`src/rtl/debounce_sync_if.sv`:
```
// Signal bundle for debounce_sync: raw level in, conditioned level and edge pulses out.
// The slave modport is the debouncer side; master is the consumer/driver side.
interface debounce_sync_if;
    logic data;
    logic q;
    logic rise;
    logic fall;
    logic busy;

    modport master (
        output data,
        input  q,
        input  rise,
        input  fall,
        input  busy
    );

    modport slave (
        input  data,
        output q,
        output rise,
        output fall,
        output busy
    );
endinterface

```
`src/rtl/debounce_sync.sv`:
```
// Two-flop synchronizer followed by a stability-counting filter FSM that produces a clean
// level q plus registered one-cycle rise/fall pulses.
module debounce_sync #(
    parameter int unsigned STABLE_CYCLES = 4,
    parameter int unsigned CNT_WIDTH     = 8,
    parameter logic        RESET_LEVEL   = 1'b0
) (
    input  logic                  clk,
    input  logic                  reset,
    debounce_sync_if.slave        sig
);

    if (STABLE_CYCLES < 1 || longint'(STABLE_CYCLES) >= (longint'(1) << CNT_WIDTH)) begin : g_param_err
        $error("debounce_sync: STABLE_CYCLES must be in 1 .. 2**CNT_WIDTH-1");
    end

    typedef enum logic [0:0] {StStable, StCheck} state_e;

    localparam logic [CNT_WIDTH-1:0] CntLast = CNT_WIDTH'(STABLE_CYCLES - 1);
    localparam logic [CNT_WIDTH-1:0] CntZero = '0;
    localparam logic [CNT_WIDTH-1:0] CntOne  = CNT_WIDTH'(1);

    state_e               state_q, state_d;
    logic [CNT_WIDTH-1:0] cnt_q, cnt_d;
    logic                 sync1_q, sync1_d;
    logic                 sync2_q, sync2_d;
    logic                 q_q, q_d;
    logic                 rise_q, rise_d;
    logic                 fall_q, fall_d;

    // State register; reset wins over everything, which also suppresses a pending pulse.
    always_ff @(posedge clk) begin
        if (reset) begin
            state_q <= StStable;
            cnt_q   <= '0;
            sync1_q <= RESET_LEVEL;
            sync2_q <= RESET_LEVEL;
            q_q     <= RESET_LEVEL;
            rise_q  <= 1'b0;
            fall_q  <= 1'b0;
        end else begin
            state_q <= state_d;
            cnt_q   <= cnt_d;
            sync1_q <= sync1_d;
            sync2_q <= sync2_d;
            q_q     <= q_d;
            rise_q  <= rise_d;
            fall_q  <= fall_d;
        end
    end

    always_comb begin
        sync1_d = sig.data;
        sync2_d = sync1_q;
        state_d = state_q;
        cnt_d   = cnt_q;
        q_d     = q_q;

        unique case (state_q)
            StStable: begin
                if (sync2_q == q_q) begin
                    cnt_d = CntZero;
                end else if (STABLE_CYCLES == 1) begin
                    q_d = sync2_q;
                end else begin
                    cnt_d   = CntOne;
                    state_d = StCheck;
                end
            end
            StCheck: begin
                // Any return to q discards the count so bounces never accumulate.
                if (sync2_q == q_q) begin
                    cnt_d   = CntZero;
                    state_d = StStable;
                end else if (cnt_q == CntLast) begin
                    q_d     = sync2_q;
                    cnt_d   = CntZero;
                    state_d = StStable;
                end else begin
                    cnt_d = cnt_q + CntOne;
                end
            end
            default: begin
                cnt_d   = CntZero;
                state_d = StStable;
            end
        endcase

        rise_d = ~q_q & q_d;
        fall_d = q_q & ~q_d;
    end

    always_comb begin
        sig.q    = q_q;
        sig.rise = rise_q;
        sig.fall = fall_q;
        sig.busy = (state_q == StCheck);
    end

endmodule

```
`src/flat_wrapper.sv`:
```
// flat-port wrapper written by rule: the top's interface ports become plain ports
module debounce_sync_flat 
#(
    parameter int unsigned STABLE_CYCLES = 4,
    parameter int unsigned CNT_WIDTH     = 8,
    parameter logic        RESET_LEVEL   = 1'b0
)
  (clk, reset, sig_data, sig_q, sig_rise, sig_fall, sig_busy);
  debounce_sync_if sig_i ();
  input  logic clk;
  input  logic reset;
  input wire logic [$bits(sig_i.data)-1:0] sig_data;
  output wire logic [$bits(sig_i.q)-1:0] sig_q;
  output wire logic [$bits(sig_i.rise)-1:0] sig_rise;
  output wire logic [$bits(sig_i.fall)-1:0] sig_fall;
  output wire logic [$bits(sig_i.busy)-1:0] sig_busy;
  assign sig_i.data = sig_data;
  assign sig_q = sig_i.q;
  assign sig_rise = sig_i.rise;
  assign sig_fall = sig_i.fall;
  assign sig_busy = sig_i.busy;
  debounce_sync #(.STABLE_CYCLES(STABLE_CYCLES), .CNT_WIDTH(CNT_WIDTH), .RESET_LEVEL(RESET_LEVEL)) u_core (.clk(clk), .reset(reset), .sig(sig_i));
endmodule
```
`config.mk`:
```
export PLATFORM = sky130hd
export DESIGN_NAME = debounce_sync_flat
export DESIGN_NICKNAME = d
export VERILOG_FILES = /design/src/rtl/debounce_sync_if.sv /design/src/rtl/debounce_sync.sv /design/src/flat_wrapper.sv
export SDC_FILE = /design/constraint.sdc
export NUM_CORES = 1
export LEC_CHECK = 0
export CORE_AREA = 3 3 40 42
export CTS_BUF_LIST = sky130_fd_sc_hd__clkbuf_8
export CTS_CLUSTER_DIAMETER = 60
export CTS_CLUSTER_SIZE = 28
export DETAILED_ROUTE_END_ITERATION = 10
export DIE_AREA = 0 0 43 45
export GPL_TIMING_DRIVEN = 0
export SYNTH_ARGS = -nofsm -noshare
export SYNTH_HDL_FRONTEND = slang
export SYNTH_SLANG_ARGS = --single-unit
```
`constraint.sdc`:
```
create_clock -name clk -period 3.1 [get_ports clk]
set_input_delay 0.31 -clock clk [delete_from_list [all_inputs] [get_ports clk]]
set_output_delay 0.31 -clock clk [all_outputs]
set_load 0.02 [all_outputs]
```
After elaboration in Yosys (flattened, before gate mapping):

Index checks and enable logic that the tools add are counted.

* flip-flop bits (word level): 14
* output and inout bits: 4

* add/subtract/negate cells: 1
* equality and inequality tests: 2
* muxes and demuxes: 11
* bitwise operators: 5

Operator list (number)
* $mux W8: 2
* $pmux W8 S2: 1
* $add A8 B1 Y8 const B: 1
* $eq A8 B2 Y1 const B: 1
* $mux W1: 7
* $not A1 Y1: 3
* $and A1 B1 Y1: 2
* $pmux W1 S2: 1
* $eq A1 B1 Y1: 1

Longest topological paths before layout:

Gate-level depths: netlist of run 1.

* depth in word-level cells: 6
* gate-level depth with buffers: 4
* gate-level depth less buffers: 4

Least setup slack after synthesis of run 1:

No wires, ideal clock.

* kind: reg2reg
* start: reg u_core.cnt_q[0]
* end: reg u_core.rise_q, in the netlist u_core.sig.rise
* setup time: 0.087 ns
* arrival: 1.484 ns
* data required time: 3.013 ns
* slack: 1.529 ns
* cell stages (with the launch flop): 5
* buffers on the path: 0
* cells stage by stage: dfxtp_1 -> ha_1 -> or4b_4 -> nor4_4 -> nor4b_4

* cells in the longest elaborated chain, start to end: 5

Ends and longest elaborated chain
* start: declaration: RTL line debounce_sync.sv:24 `logic [CNT_WIDTH-1:0] cnt_q, cnt_d;`
* start signal: assignment: RTL line debounce_sync.sv:43 `cnt_q <= cnt_d;`
* $eq A8 B2 Y1: RTL line debounce_sync.sv:75 `end else if (cnt_q == CntLast) begin`
* $mux W1: RTL line debounce_sync.sv:75
* $mux W1: RTL line debounce_sync.sv:72 `if (sync2_q == q_q) begin`
* $mux W1: RTL line debounce_sync.sv:59 `unique case (state_q)`
* $and A1 B1 Y1: RTL line debounce_sync.sv:89 `rise_d = ~q_q & q_d;`
* end signal: assignment: RTL line debounce_sync.sv:47 `rise_q <= rise_d;`
* end: declaration: RTL line debounce_sync.sv:28 `logic rise_q, rise_d;`

No other way between the ends.
A chain may end at the register's enable or synchronous reset.

Final worst setup path of run 1:

Same ends and word-level chain as after synthesis.

==> summary.md, run 1 <==
| Metric | Value |
|---|---|
| Core area | 1285 sq um |
| Largest net degree at the start of global routing | 9 |
| Delay-heaviest family, CP | simple AND/OR/NAND/NOR gates |
| Htree depth | 1 |
| Drt drc | 0 |
| FF+latch count, synth | 14 |
| Worst Path Arrival | 1.90 ns |
| Synth top area cells | dfxtp_1 (48%), or3_1 (4.3%), nor4b_4 (4.1%), nor4_4 (3.7%), o21ai_0 (3.5%) |
| CTS Sinks | 14 |
| Die height | 45 microns |
| Fmax | 0.5717 GHz |
| Cells after synthesis | 54 |
| Post-Syn Nets | 58 |
| Post-synthesis cell type count | 26 |
| Area Overhead vs Synth | 20.73% |
| DRT Wirelength | 972 microns |
| Setup TNS | 0 ns |
| Post-CTS sizing | 0 |
| Mean Syn Cell Area | 10.73 sq um |
| Dpl cell area | 658.1 sq um |
| Clk slew on worst S/H paths | 0.05 ns |
| GPL Wtd Cong | 0.6733 |
| Util after Layout | 54.43% |
| Register area share after synthesis | 48.38% |
| Share of cells above drive strength 1 | 12.70% |
| Post-CTS Setup Inserts | 0 |
| Critical path, cell by cell | ha_1, or4b_4, nor4_4, nor4b_4 |
| Global route total overflow | 0 |
| Min-delay worst type | flop to flop |
| Effective utilization at floorplan | 45.08% |
| CP Max Fanout | 7 |
| Max VDD drop | 0.0002888 V |
| Worst Setup End Kind | flop |
| PwrDens | 482.5 nW/um^2 |
| Final instance area | 699.4 sq um |
| Post-Syn Area | 579.3 sq um |
| Final setup violation count | 0 |
| Nets | 69 |
| Seq. cell area | 280.3 sq um |
| Startpoint types | flop |
| Via count | 417 |
| Diodes inserted | 0 |
| WP data required | 3.26 ns |
| TritonCTS clock tree | built |
| Die width | 43 microns |
| TritonCTS buffer count | 3 |
| Vias in the first global route | 366 |
| Worst-margin pin slew | 0.4350 ns |
| Hold Buf Count CTS | 0 |
| Hold Slack | 0.4328 ns |
| Wire length per cell | 12.46 microns |
| Final min period | 1.749 ns |
| Pins Over Slew Limit | 0 |
| CP Class | flop to flop |
| Post-Place Worst Slack | 1.194 ns |
| Num rows | 13 |
| GRT Util Overall | 11.87% |
| Maximum clock path buffer count | 2 |
| Max-cap violation count | 0 |
| Pre-Repair DR Iteration Count | 4 |
| Top-area cell type share of the netlist area | 48.38% |
| Leakage | 0.0002150 uW |
| Max-slew headroom | 70.78% |
| Initial antenna violation count | 0 |
| Final worst slack | 1.351 ns |
| Setup Skew | 0.004564 ns |
| Final period util | 56.42% |
| Worst Path Buf+Inv | 0 |
| Status | finished, final reports clean |
| Routed Antenna Nets | 0 |
| RSZ-0062 raised after global routing | false |
| Io pins | 7 |
| Multi-input logic area | 291.5 sq um |
| Filler instances | 122 |
| Yosys warning count | 0 |
| CTS root buffer | clkbuf_8 |
| Cell accounting for the most synthesized area | dfxtp_1 |
| Hold Violations, Final | 0 |
| Vias per std cell | 5.346 |
| I/O Buffers | 6 |
| Worst-Skew Late Latency | 0.24 ns |
| HPWL Detailed | 658.4 microns |
| First-pass GRT wire length | 1.614 mm |
| Crit path largest cell delay | 0.51 ns |
| Worst path slowest cell | or4b_4 |
| Initial DRC Count | 10 |
| Die ar. | 1935 sq um |
[stage by stage]
step | std cells | power [uW]
4_1_cts | 78 | 342.7
6_report | 78 | 337.4
5_1_grt | 78 | 350.9
3_5_place_dp | 75 | 196.9
2_1_floorplan | 54 | 191.9
3_3_place_gp | 75 | 196.8
[cells by family after synthesis]
kind of cell / after synthesis / synth area share, %
AO/OA/AOI/OAI: 10 / 10.37
XOR/XNOR: 4 / 6.049
buffers and inverters: 2 / 1.295
AND/OR/NAND/NOR: 23 / 31.75
adder cells (fa/ha/maj): 1 / 2.159
flip-flops: 14 / 48.38
[final timing paths]
check / cells after the start / slack [ns] / start / to
worst max register to register: 4 / 1.35 / u_core.cnt_q[0]$_SDFF_PP0_ / u_core.sig.rise$_SDFF_PP0_
worst max-delay path: 4 / 1.35 / u_core.cnt_q[0]$_SDFF_PP0_ / u_core.sig.rise$_SDFF_PP0_
worst min register to register: 1 / 0.43 / u_core.sync1_q$_SDFF_PP0_ / u_core.sync2_q$_SDFF_PP0_
worst min-delay path: 1 / 0.43 / u_core.sync1_q$_SDFF_PP0_ / u_core.sync2_q$_SDFF_PP0_
[final cells by class]
cell class | instances | share of cell area, %
Multi-Input combinational cell | 38 | 41.68
Inverter | 1 | 0.5367
Buffer | 1 | 0.5367
Sequential cell | 14 | 40.07
Clock buffer | 3 | 5.903
Timing Repair Buffer | 6 | 8.587
Tap cell | 15 | 2.683
[synthesized netlist by cell type, drive strengths merged]
library cell  instances
xnor2                 2
ha                    1
nand3                 2
xor2                  2
inv                   1
or4b                  2
or3                   4
and4bb                1
nor2                  1
nor2b                 3
nor4b                 1
dfxtp                14
nor3                  2
a211oi                1
nand4                 1
or2                   1
a21oi                 3
o21ai                 4
o41ai                 1
o32ai                 1
nor3b                 1
nand2                 2
nor4                  1
clkbuf                1
or2b                  1
[routing by layer]
layer	global-route usage [%]	vias up	share of wire, %
li1	-	218	-
met1	14.15	184	53
met2	17.07	13	43
met3	3.586	2	3.9
met4	10.84	0	0.82
met5	0	-	0
[sequential cells by signal, indices dropped and copies added (netlist names)]
signal	cells
u_core.sig.q	1
u_core.cnt_q	8
u_core.sig.rise	1
u_core.sig.fall	1
u_core.sync2_q	1
u_core.sig.busy	1
u_core.sync1_q	1
[placed cells by master (no fill, tap or decap), types with 2 or more instances in the layout]
master           synthesis  layout
dfxtp_1                 14      14
o21ai_0                  4       4
clkdlybuf4s50_1          0       6
clkbuf_8                 0       3
nor3_1                   2       2
a21oi_1                  3       3
xor2_1                   2       2
or3_1                    4       4
nand3_1                  2       2
nand2_1                  2       2
xnor2_1                  2       2
nor2b_1                  3       3
[power by group]
| group | switching (uW) | internal, uW | total, uW |
|---|---|---|---|
| logic | 3.98 | 5.32 | 9.30 |
| clock network | 58.7 | 85.7 | 144 |
| registers | 1.45 | 182 | 184 |
No activity file was read; power rests on OpenSTA's default activity.
==> run 2, diff against run 1 <==
- PLACE_DENSITY: not set -> 0.67
- clock period: 3.1 -> 1.6 ns (I/O delays scaled with it)
==> run 2 against run 1 <==
  * Setup slack lost 1.3 ns
  * Flip-flop and latch count is the same
  * First-iteration DRC count is the same
  * Utilization grew 4.3 points
  * Clock skew shrank 0.00088 ns
  * Highest routed layer unchanged
==> summary.md, run 2 (synthesis results as in run 1) <==
| Metric | Value |
|---|---|
| Maximum clock path buffer count | 2 (unchanged) |
| Hold Violations, Final | 0 (unchanged) |
| Worst flop-to-flop path endpoint | u_core.sig.rise$_SDFF_PP0_ |
| Crit path depth | 5 (+1) |
| Vias in the first global route | 424 (+16%) |
| Crit Reg-Reg Startpoint | u_core.cnt_q[1]$_SDFF_PP0_ |
| Drt drc | 0 (unchanged) |
| Setup crit end | u_core.sig.rise$_SDFF_PP0_ |
| Share of cells above drive strength 1 | 23.88% (+11 points) |
| Final setup violation count | 0 (unchanged) |
| R2R cell count | 5 (+1) |
| Met3 Resource Use GR | 7.171% (+3.6 points) |
| Worst Setup End Kind | flop |
| Setup Skew | 0.003685 ns (-0.0008794 ns) |
| DRT Wirelength | 1.017 mm (+4.6%) |
| Final period util | 95.85% (+39 points) |
| Die height | 45 microns (unchanged) |
| Core area | 1285 sq um (unchanged) |
| Area Overhead vs Synth | 30.24% |
| Global route total overflow | 0 (unchanged) |
| PwrDens | 866.2 nW/um^2 (+80%) |
| Sw power | 121.9 uW (+90%) |
| Initial antenna violation count | 0 (unchanged) |
| Filler instances | 115 (-5.7%) |
| Crit path largest cell delay | 0.48 ns (-0.03 ns) |
| Worst Path Arrival | 1.69 ns (-0.21 ns) |
| Startpoint types | flop |
| Pre-Repair DR Iteration Count | 4 (unchanged) |
| Die ar. | 1935 sq um (unchanged) |
| Vias per std cell | 5.280 (-1.2%) |
| Worst path slowest cell | or4b_4 |
| Combinational share of power | 3.3% (+0.5 points) |
| Largest Register | u_core.cnt_q |
| Clock network power share | 42.1% (-0.7 points) |
| Initial DRC Count | 10 (unchanged) |
| Leakage | 0.0002485 uW (+16%) |
| CTS root buffer | clkbuf_8 |
| Max VDD drop | 0.0005009 V (+73%) |
| Most common cell after layout, fill and taps aside | dfxtp_1 |
| CP Max Fanout | 3 (-4) |
| Max reg flops | 8 (unchanged) |
| Delay-heaviest family, CP | simple AND/OR/NAND/NOR gates |
| Setup TNS | 0 ns (unchanged) |
| Fmax | 0.6521 GHz (+14%) |
| GRT busiest layer | met2 |
| Grt met2 use | 20.96% (+3.9 points) |
| Pins Over Slew Limit | 0 (unchanged) |
| Die width | 43 microns (unchanged) |
| Status | finished, final reports clean |
| Worst Path Buf+Inv | 1 (+1) |
| Util after Layout | 58.71% (+4.3 points) |
| CTS Sinks | 14 (unchanged) |
| First-pass GRT wire length | 1.835 mm (+14%) |
| Final min period | 1.534 ns (-0.2156 ns) |
| Seq. cell area | 282.8 sq um (+0.89%) |
| Nets | 73 (+5.8%) |
| Via count | 433 (+3.8%) |
| TritonCTS clock tree | built |
| Io pins | 7 (unchanged) |
| Max-slew headroom | 77.77% (+7.0 points) |
| Num rows | 13 (unchanged) |
| Min-delay worst type | primary input to flop |
| Multi-input logic area | 311.5 sq um (+6.9%) |
| Non-Filler Instances | 82 (+5.1%) |
| TritonCTS buffer count | 3 (unchanged) |
| Worst-margin pin slew | 0.3334 ns (-0.1016 ns) |
| Clk slew on worst S/H paths | 0.05 ns (about the same) |
| Final worst slack | 0.06647 ns (-1.284 ns) |
| WP data required | 1.76 ns (-1.50 ns) |
| Largest net degree at the start of global routing | 9 (unchanged) |
| GRT Util Overall | 13.12% (+1.2 points) |
| Flop2flop setup slack | 0.07 ns (-1.28 ns) |
| Effective utilization at floorplan | 45.08% (unchanged) |
| Worst-Skew Late Latency | 0.24 ns (about the same) |
| Wire length per cell | 12.40 microns (-0.47%) |
| HPWL Detailed | 700.6 microns (+6.4%) |
| Routed Antenna Nets | 0 (unchanged) |
| Met1 global-route usage | 15.33% (+1.2 points) |
| GPL Wtd Cong | 0.6829 (+1.4%) |
| Htree depth | 1 (unchanged) |
| I/O Buffers | 6 (unchanged) |
| Critical path, cell by cell | ha_4, or4b_4, nor4_4, buf_4, nor4b_4 |
| Int Pwr | 531.6 uW (+94%) |
| Sw Ratio | 18.65% (-0.35 points) |
| Post-Place Worst Slack | -0.1854 ns (-1.379 ns) |
| CP Class | flop to flop |
| RSZ-0062 raised after global routing | true |
| Crit path from | u_core.cnt_q[1]$_SDFF_PP0_ |
| Max-cap violation count | 0 (unchanged) |
| Sequential power share | 54.6% (about the same) |
| Most frequent cells in the layout | dfxtp_1 (12), clkdlybuf4s50_1 (5), or3_1 (4), buf_4 (4) |
| Diodes inserted | 0 (unchanged) |
| Dpl cells | 75 (unchanged) |
run 2: timing repair:
item                                    CTS  global route
pin swaps                                 1             2
hold buffers                              0             0
gates resized for setup                   4             3
endpoints found under the setup margin    7             8
cloned                                    0             0
setup buffers                             4             0
run 2: worst min path at each step:
stage | depth (start not counted) | slack (ns) | to | start
final | 2 | 0.29 | u_core.sync2_q$_SDFF_PP0_ | reset
after global routing | 2 | 0.30 | u_core.sync2_q$_SDFF_PP0_ | reset
after CTS | 1 | 0.44 | u_core.sync2_q$_SDFF_PP0_ | u_core.sync1_q$_SDFF_PP0_
after detailed placement | 1 | 0.42 | u_core.sync2_q$_SDFF_PP0_ | u_core.sync1_q$_SDFF_PP0_
after global placement | 1 | 0.42 | u_core.sync2_q$_SDFF_PP0_ | u_core.sync1_q$_SDFF_PP0_
after floorplan | 1 | 0.23 | u_core.sync1_q$_SDFF_PP0_ | reset
run 2: layout make-up:
cell class / count / area share, %
clock buffer: 3 / 5.473
timing repair buffer: 10 / 12.27
multi-input combinational: 38 / 41.29
buffer: 1 / 0.4975
sequential: 14 / 37.48
tap: 15 / 2.488
inverter: 1 / 0.4975
run 2: power groups by stage:
stage          clock network (uW)  logic [uW]  registers, uW
2_1_floorplan                   0        8.11            364
3_3_place_gp                    0        17.9            363
3_5_place_dp                    0        18.6            364
4_1_cts                       287        20.9            357
5_1_grt                       304        23.4            357
6_report                      275        21.6            357
run 2: stage by stage:
step | total power [uW] | hold slack, ns | instance area (sq um)
4_1_cts | 664.9 | 0.4358 | 744.5
2_1_floorplan | 371.8 | 0.2316 | 579.3
3_3_place_gp | 381.3 | 0.4187 | 658.1
6_report | 653.5 | 0.2925 | 754.5
5_1_grt | 684.8 | 0.3030 | 754.5
3_5_place_dp | 382.2 | 0.4237 | 658.1
run 2: metal layers:
metal / wire, microns / up-vias
met2: 484 / 7
met4: 11 / 0
met3: 49 / 2
met5: 0 / -
li1: - / 226
met1: 471 / 198
run 2: worst register-to-register path, delay by kind of cell (launching register included):
family,cells,cell delay [ns]
DFF,1,0.35
and+or+nand+nor,3,0.80
adders and majority gates,1,0.15
buffers and inverters,1,0.16
